File: config.mk
export PLATFORM = sky130hd
export DESIGN_NAME = game_physics
export DESIGN_NICKNAME = d
export VERILOG_FILES = /design/src/rtl/game_physics.sv
export SDC_FILE = /design/constraint.sdc
export NUM_CORES = 1
export LEC_CHECK = 0
export ABC_AREA = 1
export CAP_MARGIN = 40
export CORE_UTILIZATION = 65
export CTS_CLUSTER_SIZE = 30
export DETAILED_ROUTE_END_ITERATION = 8
export DONT_BUFFER_PORTS = 1
export GPL_TIMING_DRIVEN = 1
export PLACE_DENSITY = 0.81
export SYNTH_ARGS = -nofsm -noshare
export SYNTH_HDL_FRONTEND = slang
export SYNTH_SLANG_ARGS = --single-unit
File: constraint.sdc
create_clock -name CLOCK_50 -period 4.75 [get_ports CLOCK_50]
set_clock_uncertainty 0.2 [all_clocks]
set_input_delay 0.475 -clock CLOCK_50 [delete_from_list [all_inputs] [get_ports CLOCK_50]]
set_output_delay 0.475 -clock CLOCK_50 [all_outputs]
set_load 0.01 [all_outputs]
File: src/rtl/game_physics.sv
// Flappy-style game state engine: bird physics, one scrolling pipe, scoring and collision.
// Latency: one UPDATE cycle per frame tick, then one draw_frame pulse to the painter.
// Backpressure: the painter stalls the game by withholding draw_done; ticks meanwhile collapse into one pending update.
module game_physics #(
  parameter int FRAME_DIV = 833333,
  parameter int GAP       = 32,
  parameter int FLAP_V    = 4,
  parameter int MAX_FALL  = 4
) (
  input  logic       CLOCK_50,
  input  logic       resetn,
  input  logic       start,
  input  logic       flap,
  input  logic       draw_done,
  output logic       draw_frame,
  output logic [6:0] box_y,
  output logic [7:0] pipe_1_x,
  output logic [6:0] pipe_1_y,
  output logic [7:0] score,
  output logic       game_over
);

  localparam int CW = (FRAME_DIV > 1) ? $clog2(FRAME_DIV) : 1;
  localparam logic [CW-1:0]     CNT_LAST = CW'(FRAME_DIV - 1);
  localparam logic signed [4:0] FLAP_VEL = 5'(-FLAP_V);
  localparam logic signed [4:0] FALL_VEL = 5'(MAX_FALL);
  localparam logic [8:0]        GAP_LAST = 9'(GAP - 1);

  typedef enum logic [2:0] {
    IDLE, RUN_WAIT, UPDATE, DRAW_REQ, DRAW_WAIT, DEAD
  } state_t;

  state_t            state, state_n;
  logic [CW-1:0]     cnt;
  logic              tick;
  logic              tick_pending;
  logic              flap_q, flap_rise, flap_pending;
  logic [6:0]        lfsr;
  logic signed [4:0] vel;
  logic              collide;

  logic              load_init, do_update;
  logic signed [8:0] ny;
  logic [6:0]        upd_by, upd_py;
  logic [7:0]        upd_px;
  logic signed [4:0] vel_base, vel_inc, upd_vel;
  logic              floor_hit, in_cols, above, below, hit;

  assign tick      = (cnt == CNT_LAST);
  assign flap_rise = flap & ~flap_q;

  // Free-running frame divider, tick pending latch, flap edge capture and LFSR
  always_ff @(posedge CLOCK_50 or negedge resetn) begin
    if (!resetn) begin
      cnt          <= '0;
      tick_pending <= 1'b0;
      flap_q       <= 1'b0;
      flap_pending <= 1'b0;
      lfsr         <= 7'h5A;
    end else begin
      cnt    <= tick ? '0 : cnt + 1'b1;
      flap_q <= flap;
      lfsr   <= {lfsr[5:0], lfsr[6] ^ lfsr[5]};
      if (state == RUN_WAIT)
        tick_pending <= 1'b0;
      else if (tick)
        tick_pending <= 1'b1;
      if (state == UPDATE)
        flap_pending <= flap_rise;
      else if (flap_rise)
        flap_pending <= 1'b1;
    end
  end

  // State register
  always_ff @(posedge CLOCK_50 or negedge resetn) begin
    if (!resetn)
      state <= IDLE;
    else
      state <= state_n;
  end

  // Next-state logic and per-state strobes
  always_comb begin
    state_n    = state;
    draw_frame = 1'b0;
    load_init  = 1'b0;
    do_update  = 1'b0;
    case (state)
      IDLE, DEAD: begin
        if (start) begin
          load_init = 1'b1;
          state_n   = DRAW_REQ;
        end
      end
      RUN_WAIT: begin
        if (tick || tick_pending)
          state_n = UPDATE;
      end
      UPDATE: begin
        do_update = 1'b1;
        state_n   = DRAW_REQ;
      end
      DRAW_REQ: begin
        draw_frame = 1'b1;
        state_n    = DRAW_WAIT;
      end
      DRAW_WAIT: begin
        if (draw_done)
          state_n = collide ? DEAD : RUN_WAIT;
      end
      default: state_n = IDLE;
    endcase
  end

  // One frame of physics computed from the current state; committed only in UPDATE
  always_comb begin
    ny        = $signed({2'b00, box_y}) + $signed({{4{vel[4]}}, vel});
    upd_by    = box_y;
    vel_base  = vel;
    floor_hit = 1'b0;
    if (ny >= 9'sd118) begin
      upd_by    = 7'd118;
      floor_hit = 1'b1;
    end else if (ny < 9'sd1) begin
      upd_by   = 7'd1;
      vel_base = '0;
    end else begin
      upd_by = ny[6:0];
    end
    vel_inc = vel_base + 5'sd1;
    if (flap_pending)
      upd_vel = FLAP_VEL;
    else if (vel_inc > FALL_VEL)
      upd_vel = FALL_VEL;
    else
      upd_vel = vel_inc;
    if (pipe_1_x == 8'd0) begin
      upd_px = 8'd159;
      upd_py = 7'd10 + {1'b0, lfsr[5:0]};
    end else begin
      upd_px = pipe_1_x - 8'd1;
      upd_py = pipe_1_y;
    end
    // Bird spans rows upd_by-1..upd_by+1; written with +1 on the other side to avoid underflow
    in_cols = (upd_px >= 8'd3) && (upd_px <= 8'd5);
    above   = {2'b00, upd_by} < ({2'b00, upd_py} + 9'd1);
    below   = ({2'b00, upd_by} + 9'd1) > ({2'b00, upd_py} + GAP_LAST);
    hit     = floor_hit | (in_cols & (above | below));
  end

  // Game values: reinitialised on start, advanced once per UPDATE, otherwise held for the painter
  always_ff @(posedge CLOCK_50 or negedge resetn) begin
    if (!resetn) begin
      box_y     <= 7'd60;
      vel       <= '0;
      pipe_1_x  <= 8'd159;
      pipe_1_y  <= 7'd40;
      score     <= 8'd0;
      collide   <= 1'b0;
      game_over <= 1'b0;
    end else if (load_init) begin
      box_y     <= 7'd60;
      vel       <= '0;
      pipe_1_x  <= 8'd159;
      pipe_1_y  <= 7'd40;
      score     <= 8'd0;
      collide   <= 1'b0;
      game_over <= 1'b0;
    end else if (do_update) begin
      box_y     <= upd_by;
      vel       <= upd_vel;
      pipe_1_x  <= upd_px;
      pipe_1_y  <= upd_py;
      if (pipe_1_x == 8'd3)
        score <= score + 8'd1;
      collide   <= collide | hit;
      game_over <= game_over | hit;
    end
  end

endmodule
==> metrics.md, run 1 <==
| Metric | Value |
|---|---|
| Fin crit share | 91.1% |
| CP dominant cell by count | nand3_1 |
| Critical Path RT | 4.78 ns |
| CTS Sinks | 70 |
| Area of the die | 7870 um2 |
| Commonest non-fill, non-tap cells in the layout | 128 x nand2_1, 109 x inv_1, 61 x nor2_1 |
| Top_reg_cell synth | dfrtp_1 |
| Initial Utilization | 67.4% |
| Syn_area_per_cell | 7.60 um2 |
| Yosys top cell by area | dfrtp_1 |
| Reg clk slew, reported paths | 0.07 ns |
| Slew Limit Fails | 0 |
| FMAX | 231 MHz |
| Placed cell areas | 4980 um2 |
| FFs w/ async S/R, synth | 100% |
| Number of flops mapped to enable cells by yosys | 0 |
| Final Instance Area | 5250 um2 |
| Pwr Total | 3.11 mW |
| Setup CP Type | reg2reg |
| Num CTS Buffers | 9 |
| Global-route wire length before repair | 17800 um |
| Synthesis warning total | 0 |
| Initial DRC count | 177 |
| Hold Fails Final Rpt | 0 |
| Cells after synthesis | 643 |
| Cell Rows | 31 |
| Slew @ Worst Pin | 0.644 ns |
| FF-to-FF setup slack | 0.42 ns |
| Slowest CP cell | fa_1 |
| Final setup violating endpoints | 0 |
| IO Count | 37 |
| GRT Util Overall | 29.7% |
| Die height | 88.7 um |
| Detailed-route vias per instance | 5.66 |
| Worst Hold Path EP | flap_pending |
| Worst hold path cell count | 2 |
| Gr ovfl total | 0 |
| Antenna-violating nets left | 0 |
| Max_cap viols | 0 |
| CP delay by family, top | simple AND/OR/NAND/NOR gates |
| DP Wirelength | 8160 um |
| CP max FO | 8 |
| Number of port buffers | 0 |
| Status | complete, no violations |
| End of the worst register-to-register path | collide |
| Commonest non-fill, non-tap cell in the layout | nand2_1 |
| Setup Buffers After CTS | 0 |
| Syn nets | 686 |
| H-tree Lvls | 3 |
| Synth Cell Area | 4890 um2 |
| Post-layout nets | 695 |
| FILL cells | 604 |
| Largest net degree at the start of global routing | 71 |
| CP bufs+invs | 4 |
| Post-synth top area share | 27.7% |
| Slowest cell delay on critical path | 0.49 ns |
| Startpoint types | register |
| Post-synthesis sequential area ratio | 36.3% |
| Clock Tree Root | clkbuf_8 |
| Setup TNS | 0 ns |
| Leak Pwr | 2.71 nW |
| Initial antenna violation count | 0 |
| #FFs+latches synth | 70 |
| Final GP Congestion | 0.918 |
| Slew HR | 57.0% |
| Crit path capture type | register |
| Via count | 4279 |
| Min-delay src | flap |
| TritonCTS clock tree | built |
| Vias in the first global route | 3985 |
| Reg2reg start | box_y[0] |
| Post-synth cell types | 48 |
| Avg WL per Cell | 14.6 um |
| Tightest Hold Check Type | in2reg |
| Top cells by area, synth | dfrtp_1 28%, nand2_1 9.8%, ha_1 9.5% |
| Core box area | 7250 um2 |
| Arrival time worst endpoint | 4.36 ns |
| Pwr per Cell Area | 592 nW/um2 |
| Min Tclk post-route | 4.33 ns |
| Clk buf depth | 2 |
| Crit path cell chain | ha_1, fa_1, or2_2, nor2_1, nand3_1, nor2_1, nand3_2, nand2_4, inv_4, a21oi_1, inv_1, ha_1, inv_1, xor2_1, inv_1, ha_1, nand3_1, a31oi_1, o22ai_1, nand3_1, nand2_1, nand3_1, nand3_1, nand2_1 |
| Drt first pass iters | 4 |
| DIE WIDTH | 88.7 um |
| Final Hold Slack | 0.0708 ns |
| RSZ-0062 raised after global routing | no |
| Clock Latency Late Sink | 0.35 ns |
| # DRC | 0 |
| Share of cells above drive strength 1 | 10.7% |
| Area Growth Syn to Fin | 7.48% |
| Routed Wire Length | 11000 um |
| FF-to-FF path depth | 24 |
| Worst vdd ir | 0.000324 V |
| Ant. Diodes | 0 |
==> through the flow <==
stage / cells / setup slack [ns] / utilization [%]
6_report: 756 / 0.421 / 72.4
5_1_grt: 756 / 0.0292 / 72.4
4_1_cts: 756 / 0.454 / 72.4
2_1_floorplan: 643 / 0.883 / -
3_3_place_gp: 737 / 0.683 / 68.7
3_5_place_dp: 737 / 0.499 / 68.7
==> cell families (layout without fill, tap and decap cells) <==
| group | Yosys count | after routing | synth area share, % |
|---|---|---|---|
| simple gates | 301 | 301 | 29.0 |
| buf+inv | 120 | 134 | 9.55 |
| compound gates | 91 | 91 | 11.2 |
| flops | 70 | 70 | 36.3 |
| fa+ha+maj | 38 | 38 | 9.88 |
| xor+xnor | 22 | 22 | 3.94 |
| other cells | 1 | 1 | 0.0768 |
==> worst register-to-register path: stages (launching register included) <==
cell	delay (ns)
dfrtp_1	0.44
ha_1	0.26
fa_1	0.49
or2_2	0.32
nor2_1	0.11
nand3_1	0.08
nor2_1	0.11
nand3_2	0.14
nand2_4	0.18
inv_4	0.07
a21oi_1	0.15
inv_1	0.08
ha_1	0.22
inv_1	0.09
xor2_1	0.17
inv_1	0.06
ha_1	0.33
nand3_1	0.10
a31oi_1	0.09
o22ai_1	0.12
nand3_1	0.09
nand2_1	0.09
nand3_1	0.08
nand3_1	0.07
nand2_1	0.07
==> power by group <==
group | internal (mW) | switching, mW | total, mW | leakage (nW)
clock | 0.311 | 0.232 | 0.543 | 0.110
combinational | 0.592 | 1.17 | 1.76 | 1.71
sequential | 0.693 | 0.115 | 0.808 | 0.887
==> per-layer routing <==
| layer | vias to the layer above | part of all wire, % | GRT usage, % |
|---|---|---|---|
| li1 | 2114 | - | - |
| met1 | 2015 | 44 | 37.5 |
| met2 | 124 | 49 | 49.4 |
| met3 | 26 | 5.2 | 6.16 |
| met4 | 0 | 2.0 | 12.8 |
| met5 | - | 0 | 0 |
==> worst max path at each step <==
| stage | cells after the start | start | endpoint | slack [ns] |
|---|---|---|---|---|
| after global placement | 27 | box_y[0] | game_over | 0.68 |
| after detailed placement | 27 | box_y[0] | collide | 0.50 |
| after floorplan | 27 | box_y[0] | collide | 0.88 |
| after CTS | 27 | box_y[0] | collide | 0.45 |
| final | 24 | box_y[0] | collide | 0.42 |
| after global routing | 27 | box_y[0] | game_over | 0.03 |
==> cell usage after synthesis (2+ instances only) <==
cell      instances
a21oi_1          35
a21oi_2           2
a21oi_4           2
a22oi_1           5
a31oi_1           2
and3_1            2
buf_2             2
clkbuf_1          3
dfrtp_1          54
dfstp_2          16
ha_1             37
inv_1           109
inv_2             4
nand2_1         128
nand2_2           3
nand2_4           4
nand3_1          53
nand3_2           3
nand4_1          13
nor2_1           61
nor2_2            3
nor2_4            3
nor3_1           11
nor3_2            4
nor4_1            6
o21ai_0          23
o21ai_1           3
o21ai_2           3
o22ai_1           7
o31ai_1           2
or2_2             3
xnor2_1           5
xor2_1           17
==> sequential cells by signal, indices dropped and copies added, names as in the netlist <==
| register | flops |
|---|---|
| pipe_1_y | 7 |
| collide | 1 |
| lfsr | 7 |
| vel | 5 |
| state | 3 |
| pipe_1_x | 8 |
| tick_pending | 1 |
| game_over | 1 |
| flap_pending | 1 |
| cnt | 20 |
| box_y | 7 |
| score | 8 |
| flap_q | 1 |
==> layout make-up <==
cell class,count,area (um2),area share (%)
multi-input combinational,453,2650,50.4
sequential,70,1770,33.7
inverter,114,430,8.20
clock buffer,11,141,2.69
tap,99,124,2.36
clock inverter,5,81.3,1.55
timing repair buffer,4,55.1,1.05
==> timing repair <==
item | in CTS | in global routing
gates resized for setup | 0 | 0
hold buffers | 3 | 0
endpoints found under the hold margin | 71 | 0
Power figures use the tool's default switching activity.
==> run 2, diff against run 1 <==
CORE_UTILIZATION = 40   (was 65)
PLACE_DENSITY = default   (was 0.81)
clock period = 3.8 ns   (was 4.75 ns; I/O delays follow)
==> run 2 against run 1 <==
Sequential power grew 22%. Routed wire length is 5.5% higher. Setup slack got worse by 0.39 ns. Global-route usage down 9.9 points. Largest power group unchanged.
==> metrics.md, run 2 (synthesis results as in run 1) <==
| Metric | Value |
|---|---|
| Drt first pass iters | 5 |
| Die height | 113 um |
| Startpoint types | register |
| Final setup violating endpoints | 0 |
| Antenna-violating nets left | 0 |
| Switching Power | 2.11 mW |
| Worst vdd ir | 0.000371 V |
| Largest net degree at the start of global routing | 71 |
| CP max FO | 6 |
| GRT Util Overall | 19.7% |
| Initial antenna violation count | 0 |
| Largest register FFs | 20 |
| H-tree Lvls | 3 |
| Tightest Hold Check Type | in2reg |
| Initial Utilization | 40.8% |
| Power share of the combinational group | 59.4% |
| Initial DRC count | 207 |
| CTS Sinks | 70 |
| IO Count | 37 |
| Slew Limit Fails | 0 |
| Number of placed instances, taps included | 808 |
| Reg with most FFs | cnt |
| Detailed-route vias per instance | 5.15 |
| Area Growth Syn to Fin | 18.7% |
| Setup WS pre-CTS | -0.0984 ns |
| Multi-input logic area | 2800 um2 |
| Via count | 4306 |
| Gr ovfl total | 0 |
| Slew @ Worst Pin | 0.633 ns |
| FILL cells | 1169 |
| # DRC | 0 |
| Post-layout nets | 727 |
| Reg area | 1770 um2 |
| Num CTS Buffers | 9 |
| Vias in the first global route | 4237 |
| Fin cells | 836 |
| Critical Path RT | 3.88 ns |
| Leak Pwr | 2.91 nW |
| Crit path capture type | register |
| Internal power | 2.49 mW |
| Biggest regs | cnt: 20 flops, pipe_1_x: 8 flops, score: 8 flops |
| DIE WIDTH | 113 um |
| Global-route wire length before repair | 19700 um |
| Min Tclk post-route | 3.77 ns |
| Cell Rows | 40 |
| Pwr per Cell Area | 793 nW/um2 |
| Area of the die | 12700 um2 |
| Hold Fails Final Rpt | 0 |
| Max_cap viols | 0 |
| Final Hold Slack | 0.134 ns |
| Post-route setup slack | 0.0320 ns |
| Clock Tree Root | clkbuf_16 |
| TritonCTS clock tree | built |
| Final GP Congestion | 0.839 |
| Sw frac | 45.8% |
| Clk buf depth | 2 |
| Reg2reg start | box_y[0] |
| Fin crit share | 99.2% |
| Routed Wire Length | 11600 um |
| Avg WL per Cell | 13.9 um |
| Ant. Diodes | 0 |
| Setup TNS | 0 ns |
| RSZ-0062 raised after global routing | yes |
| Sequential power share | 21.4% |
| FF-to-FF path depth | 27 |
| Setup CP Type | reg2reg |
| Arrival time worst endpoint | 3.85 ns |
| Min-delay src | start |
| Clock Latency Late Sink | 0.35 ns |
| DP Wirelength | 8480 um |
| Commonest non-fill, non-tap cells in the layout | 118 x nand2_1, 102 x inv_1, 59 x nor2_1 |
| Reg clk slew, reported paths | 0.06 ns |
| Worst hold path cell count | 3 |
| Critical Path Start | box_y[0] |
| Commonest non-fill, non-tap cell in the layout | nand2_1 |
| Status | complete, no violations |
| Share of cells above drive strength 1 | 20.2% |
| Core box area | 12000 um2 |
| Number of port buffers | 0 |
| Slew HR | 57.7% |
| Clock share of power | 19.2% |
| FMAX | 265 MHz |
run 2: cell count changes in the layout (fill, tap and decap cells not counted), moves of 8 or more:
cell | before | now
clkbuf_8 | 10 | 2
buf_4 | 1 | 31
clkbuf_16 | 0 | 9
nand3_1 | 53 | 45
nand2_2 | 3 | 13
nand3_2 | 3 | 11
nand2_1 | 128 | 118
run 2: what timing repair did:
| item | 4_1_cts | 5_1_grt |
|---|---|---|
| gates resized for setup | 7 | 34 |
| gates cloned | 0 | 0 |
| setup endpoints to repair | 4 | 6 |
| buffers inserted | 2 | 7 |
| pin swaps | 16 | 19 |
| hold endpoints to repair | 72 | 0 |
| hold buffers | 3 | 0 |
run 2: final cells by class:
| cell class | instances | share of cell area (%) |
|---|---|---|
| Multi-Input combinational cell | 453 | 48.2 |
| Inverter | 114 | 7.47 |
| Timing Repair Buffer | 36 | 5.22 |
| Tap cell | 147 | 3.17 |
| Clock inverter | 4 | 0.950 |
| Clock buffer | 12 | 4.42 |
| Sequential cell | 70 | 30.6 |
run 2: routing by layer:
metal / routed length [um] / global-route usage (%)
met1: 5250 / 24.3
met2: 5560 / 32.8
met5: 0 / 0
met3: 661 / 6.43
met4: 164 / 6.22
run 2: stage by stage:
stage | util, % | cell area (um2) | power (mW)
4_1_cts | 46.9 | 5620 | 4.36
2_1_floorplan | - | 4900 | 2.68
3_3_place_gp | 43.7 | 5230 | 3.32
6_report | 48.5 | 5800 | 4.60
5_1_grt | 48.5 | 5800 | 5.04
3_5_place_dp | 43.7 | 5230 | 3.36
run 2: power groups by stage:
stage | registers, mW | logic, mW | clock network [mW]
final | 0.982 | 2.73 | 0.884
after global routing | 1.00 | 3.10 | 0.938
after CTS | 0.983 | 2.47 | 0.910
after detailed placement | 0.993 | 2.37 | 0
after global placement | 0.992 | 2.33 | 0
after floorplan | 0.984 | 1.70 | 0
run 2: final timing paths:
check	slack (ns)	to
worst max-delay path	0.03	game_over
worst min-delay path	0.13	score[1]
worst max register to register	0.03	game_over
worst min register to register	0.18	lfsr[1]
max in group asynchronous	2.64	box_y[2]
min in group asynchronous	0.40	vel[4]
run 2: worst max-delay path, cell delays in order, from the launching register on:
cell and delay (ns):
dfrtp_1 0.38, ha_2 0.21, fa_2 0.47, or2_4 0.23, nor2_1 0.08, nand3_1 0.08, nor2_1 0.13, nand3_2 0.11
nand2_4 0.10, inv_4 0.06, a21oi_4 0.12, inv_2 0.06, ha_4 0.16, inv_4 0.05, a21oi_2 0.03, nand3_1 0.08
nand2_1 0.05, ha_1 0.28, nand2_2 0.06, inv_2 0.05, nand3_2 0.07, a31oi_1 0.17, o22ai_2 0.10, nand3_2 0.09
nand2_2 0.07, nand3_2 0.06, nand3_1 0.06, nand2_1 0.09
